### src/rtl/ccm_sram_ctl.sv
// ccm_sram_ctl: zero-fills a single-port CCM SRAM after reset, then shares it
// between a core port (p0) and a DMA port (p1) using round-robin arbitration.
// Reads return one cycle after their grant. ECC is handled outside this block.
module ccm_sram_ctl #(
   parameter int                ADDR_W   = 11,
   parameter int                DATA_W   = 39,
   parameter logic [DATA_W-1:0] INIT_VAL = {DATA_W{1'b0}}
) (
   input  logic              clk,
   input  logic              rst,
   input  logic              init_req,
   output logic              init_done,
   input  logic              p0_req,
   input  logic              p0_we,
   input  logic [ADDR_W-1:0] p0_addr,
   input  logic [DATA_W-1:0] p0_wdata,
   output logic              p0_gnt,
   output logic              p0_rvalid,
   output logic [DATA_W-1:0] p0_rdata,
   input  logic              p1_req,
   input  logic              p1_we,
   input  logic [ADDR_W-1:0] p1_addr,
   input  logic [DATA_W-1:0] p1_wdata,
   output logic              p1_gnt,
   output logic              p1_rvalid,
   output logic [DATA_W-1:0] p1_rdata,
   output logic [ADDR_W-1:0] ram_adr,
   output logic [DATA_W-1:0] ram_d,
   output logic              ram_we,
   input  logic [DATA_W-1:0] ram_q
);

   // Last word of the array; the sweep stops here instead of wrapping.
   localparam logic [ADDR_W-1:0] CNT_MAX = {ADDR_W{1'b1}};

   typedef enum logic {S_INIT = 1'b0, S_RUN = 1'b1} state_t;

   state_t            r_state, w_state_nxt;
   logic [ADDR_W-1:0] r_init_cnt, w_init_cnt_nxt;
   logic              r_rr_last, w_rr_last_nxt;
   logic              r_rvld0_p1, r_rvld1_p1;
   logic              w_gnt0, w_gnt1;
   logic              w_ram_we;
   logic [ADDR_W-1:0] w_ram_adr;
   logic [DATA_W-1:0] w_ram_d;

   // State, sweep counter and round-robin pointer registers.
   always_ff @(posedge clk or posedge rst) begin
      if (rst) begin
         r_state    <= S_INIT;
         r_init_cnt <= '0;
         r_rr_last  <= 1'b1;
      end else begin
         r_state    <= w_state_nxt;
         r_init_cnt <= w_init_cnt_nxt;
         r_rr_last  <= w_rr_last_nxt;
      end
   end

   // Next state, arbitration and SRAM command mux; everything is forced
   // idle while rst is high so outputs drop immediately with the reset.
   always_comb begin
      w_state_nxt    = r_state;
      w_init_cnt_nxt = r_init_cnt;
      w_rr_last_nxt  = r_rr_last;
      w_gnt0         = 1'b0;
      w_gnt1         = 1'b0;
      w_ram_we       = 1'b0;
      w_ram_adr      = '0;
      w_ram_d        = '0;
      case (r_state)
         S_INIT: begin
            w_ram_we  = 1'b1;
            w_ram_adr = r_init_cnt;
            w_ram_d   = INIT_VAL;
            if (r_init_cnt == CNT_MAX) begin
               w_state_nxt    = S_RUN;
               w_init_cnt_nxt = '0;
            end else begin
               w_init_cnt_nxt = r_init_cnt + 1'b1;
            end
         end
         S_RUN: begin
            if (init_req) begin
               w_state_nxt = S_INIT;
            end else begin
               // p0 wins unless p1 also asks and p0 had the last grant.
               if (p0_req && (!p1_req || r_rr_last)) begin
                  w_gnt0 = 1'b1;
               end else if (p1_req) begin
                  w_gnt1 = 1'b1;
               end
               if (w_gnt0) begin
                  w_ram_we      = p0_we;
                  w_ram_adr     = p0_addr;
                  w_ram_d       = p0_wdata;
                  w_rr_last_nxt = 1'b0;
               end else if (w_gnt1) begin
                  w_ram_we      = p1_we;
                  w_ram_adr     = p1_addr;
                  w_ram_d       = p1_wdata;
                  w_rr_last_nxt = 1'b1;
               end
            end
         end
         default: begin
            w_state_nxt = S_INIT;
         end
      endcase
      if (rst) begin
         w_gnt0    = 1'b0;
         w_gnt1    = 1'b0;
         w_ram_we  = 1'b0;
         w_ram_adr = '0;
         w_ram_d   = '0;
      end
   end

   // Read-response tracking: remembers which port issued a read last cycle.
   always_ff @(posedge clk or posedge rst) begin
      if (rst) begin
         r_rvld0_p1 <= 1'b0;
         r_rvld1_p1 <= 1'b0;
      end else begin
         r_rvld0_p1 <= w_gnt0 & ~p0_we;
         r_rvld1_p1 <= w_gnt1 & ~p1_we;
      end
   end

   assign init_done = (r_state == S_RUN);
   assign p0_gnt    = w_gnt0;
   assign p1_gnt    = w_gnt1;
   assign ram_we    = w_ram_we;
   assign ram_adr   = w_ram_adr;
   assign ram_d     = w_ram_d;
   assign p0_rvalid = r_rvld0_p1;
   assign p1_rvalid = r_rvld1_p1;
   assign p0_rdata  = r_rvld0_p1 ? ram_q : '0;
   assign p1_rdata  = r_rvld1_p1 ? ram_q : '0;

endmodule

### config.mk
export PLATFORM = sky130hd
export DESIGN_NAME = ccm_sram_ctl
export DESIGN_NICKNAME = d
export VERILOG_FILES = /design/src/rtl/ccm_sram_ctl.sv
export SDC_FILE = /design/constraint.sdc
export NUM_CORES = 1
export LEC_CHECK = 0
export CAP_MARGIN = 20
export CELL_PAD_IN_SITES_DETAIL_PLACEMENT = 0
export CELL_PAD_IN_SITES_GLOBAL_PLACEMENT = 1
export CORE_MARGIN = 2
export CORE_UTILIZATION = 14
export CTS_BUF_LIST = sky130_fd_sc_hd__clkbuf_4
export DETAILED_ROUTE_END_ITERATION = 12
export HOLD_SLACK_MARGIN = 0.05
export PLACE_DENSITY_LB_ADDON = 0.15
export RECOVER_POWER = 25
export SYNTH_ARGS = -nofsm -noshare
export SYNTH_HDL_FRONTEND = slang
export SYNTH_SLANG_ARGS = --single-unit
### constraint.sdc
create_clock -name clk -period 2.5 [get_ports clk]
set_clock_uncertainty 0.1 [all_clocks]
set_input_delay 0.625 -clock clk [delete_from_list [all_inputs] [get_ports clk]]
set_output_delay 0.625 -clock clk [all_outputs]
set_load 0.03 [all_outputs]
==> run metrics <==
fmax=388 MHz; worst endpoint required time=1.77 ns; clk sink count=15; synth-to-layout area growth=175%; most common cell after layout, fill and taps aside=clkdlybuf4s50_1; Final Max Tran Viols=0; CP Data Arrival Time=1.85 ns; Switching Fraction=23.0%; Global Route Usage Sum=16.5%; initial antenna violation count=2; RSZ-0062 raised after global routing=true; Longest Clk Path Bufs=2; 1st-iter DRT viols=135; drt drc=0; Via density=4.23; Max Fanout on Critical Path=6; Clock Tree Root=clkbuf_4; sequential fraction of design power=35.1%; Skew-Pair Late Insertion Delay=0.29 ns; Synth warnings=0; Nets=674; Setup crit end=ram_adr[5]; endpoints failing setup=47; failing checks=negative setup slack; VDD IR max=123 µV; Synth Cell Area=1880 µm²; Detailed Place HPWL=9.95 mm; antenna cell count=0; Critical Path Start Type=register; CTS tree=built; GRT overflow=0; Critical path origin=r_rr_last; worst hold-check path type=reg -> reg; Core ar.=13200 µm²; WL per Instance=17.9 µm; LEAKAGE=2.35 nW; Comb power frac=41.2%; library cells used by synthesis=37; CTS HTree Levels=1; syn nets=379; status=finished, violations left; CTS buffer count=3; Hold Crit Start=r_init_cnt[10]; Cells after Synth=232; die area=14300 µm²; reg2reg setup slack=0.63 ns; post-layout min period=2.58 ns; Worst Setup End Kind=output pin; initial core utilization=14.2%; hold violation count in the final report=0; Die Wd=120 µm; worst hold margin=0.428 ns; Mean Syn Cell Area=8.09 µm²; Clk pwr share=23.7%; Vias=2972; Final Cycle Share=103%; layout cells sized above 1=34.6%; Yosys reg bits=15; drt first pass iters=5; placer congestion estimate=0.816; most frequent cells in the layout=clkdlybuf4s50_1, buf_4, and2_1; Net Switching=0.159 mW; vias in the first global route=2917; Reg-to-Reg End=init_done; Worst slew margin=56.5%; Worst R2R Start=r_init_cnt[0]; Detailed Route WL=12.6 mm; CP Class=reg -> out; pre-CTS setup slack=-0.479 ns; max cap viols=0; post-route ant nets=0; pin count of the biggest net entering global routing=40; post-layout worst setup margin=-0.0785 ns; Die Y=120 µm; worst r2r path cells=4; P_int=0.532 mW; Buffers on Ports=279; pwr dens=134 nW/µm²; row cnt=42; Top Ports=280; Reg clk slew, reported paths=0.10 ns; Hold Buf Count CTS=0; register area share after synthesis=20.1%; Slew @ Worst Pin=0.651 ns; global-route wire length before repair=18.2 mm
worst max-delay path, cell delays in order (launching register included):
cell      delay (ns)
dfstp_2         0.56
buf_6           0.09
a21boi_2        0.04
and3_4          0.23
buf_12          0.15
a221o_1         0.33
buf_6           0.14
repair_timing:
action                                  in CTS  in global routing
pin swaps                                   28                 16
cloned                                       5                  1
gates resized for setup                     77                  9
endpoints found under the setup margin      53                 51
buffers inserted                            10                  3
per-layer routing:
layer | global-route usage, % | part of all wire, % | routed length, µm | vias up
met5 | 0 | 0.25 | 31 | -
met4 | 3.16 | 1.3 | 169 | 4
met3 | 3.85 | 6.6 | 824 | 14
met2 | 32.2 | 55 | 6880 | 123
met1 | 18.0 | 37 | 4670 | 1397
li1 | - | - | - | 1434
layout make-up:
class	count	area, µm²
clock buffers	4	30.0
fillers	1330	8020
inverters	2	7.51
multi-input cells	194	1430
flip-flops and latches	15	377
well taps	176	220
repair buffers	311	3110
synth_stat cells (all sizes together):
cell | number | share of area, %
buf | 12 | 3.9
dfrtp | 14 | 19
clkbuf | 9 | 1.8
nor4 | 1 | 1.1
a31oi | 1 | 0.33
nor3 | 4 | 1.1
xor2 | 4 | 1.9
nand2 | 4 | 0.80
nand2b | 4 | 1.3
or4 | 2 | 0.80
dfstp | 1 | 1.4
a21boi | 1 | 0.40
and4 | 1 | 0.60
o31ai | 2 | 0.80
nand3 | 2 | 0.80
nor2b | 3 | 1.0
and2 | 86 | 29
a32o | 1 | 0.53
nand3b | 2 | 0.80
a221o | 11 | 5.9
or3 | 1 | 0.33
a21oi | 4 | 1.1
nor2 | 4 | 0.93
nand4b | 2 | 0.93
xnor2 | 2 | 0.93
a22o | 39 | 18
o21ai | 3 | 0.80
nor3b | 2 | 0.80
nand4 | 3 | 1.0
and3 | 1 | 0.33
a21o | 1 | 0.40
or2 | 2 | 0.67
inv | 2 | 0.40
ha | 1 | 0.67
worst min path at each step:
stage | endpoint | slack, ns | cells after the start
floorplan | r_init_cnt[10] | 0.38 | 1
global placement | r_init_cnt[10] | 0.41 | 1
detailed placement | r_init_cnt[10] | 0.42 | 1
CTS | r_init_cnt[10] | 0.43 | 1
global route | r_init_cnt[10] | 0.47 | 1
finish | r_init_cnt[10] | 0.43 | 1
power groups by stage:
stage	combinational, mW	clock [mW]	sequential (mW)
finish	0.285	0.164	0.243
global route	0.303	0.180	0.243
CTS	0.286	0.170	0.243
detailed placement	0.279	0	0.247
global placement	0.275	0	0.247
floorplan	0.0218	0	0.247
state kept, by name, summed over array words and instances (netlist names):
register	count
r_init_cnt	11
p0_rvalid	1
r_rr_last	1
init_done	1
p1_rvalid	1
stage by stage:
stage	cell area, µm²	total power, mW	util [%]	setup TNS, ns	cells
after global routing	5170	0.727	39.2	-5.64	702
after CTS	5140	0.699	39.0	-3.60	700
final	5170	0.691	39.2	-2.04	702
after detailed placement	4670	0.526	35.4	-22.44	681
after global placement	4670	0.522	35.4	-22.38	681
after floorplan	1880	0.269	-	0	232
kinds of logic after synthesis:
group	synth area share, %
DFF	20.1
xor gates and xnor gates	2.80
buffers and inverters	6.07
and+or+nand+nor	42.0
AOI/OAI and AO/OA	28.4
adders and majority gates	0.667
Note: power is estimated with default switching activity, not from simulation.
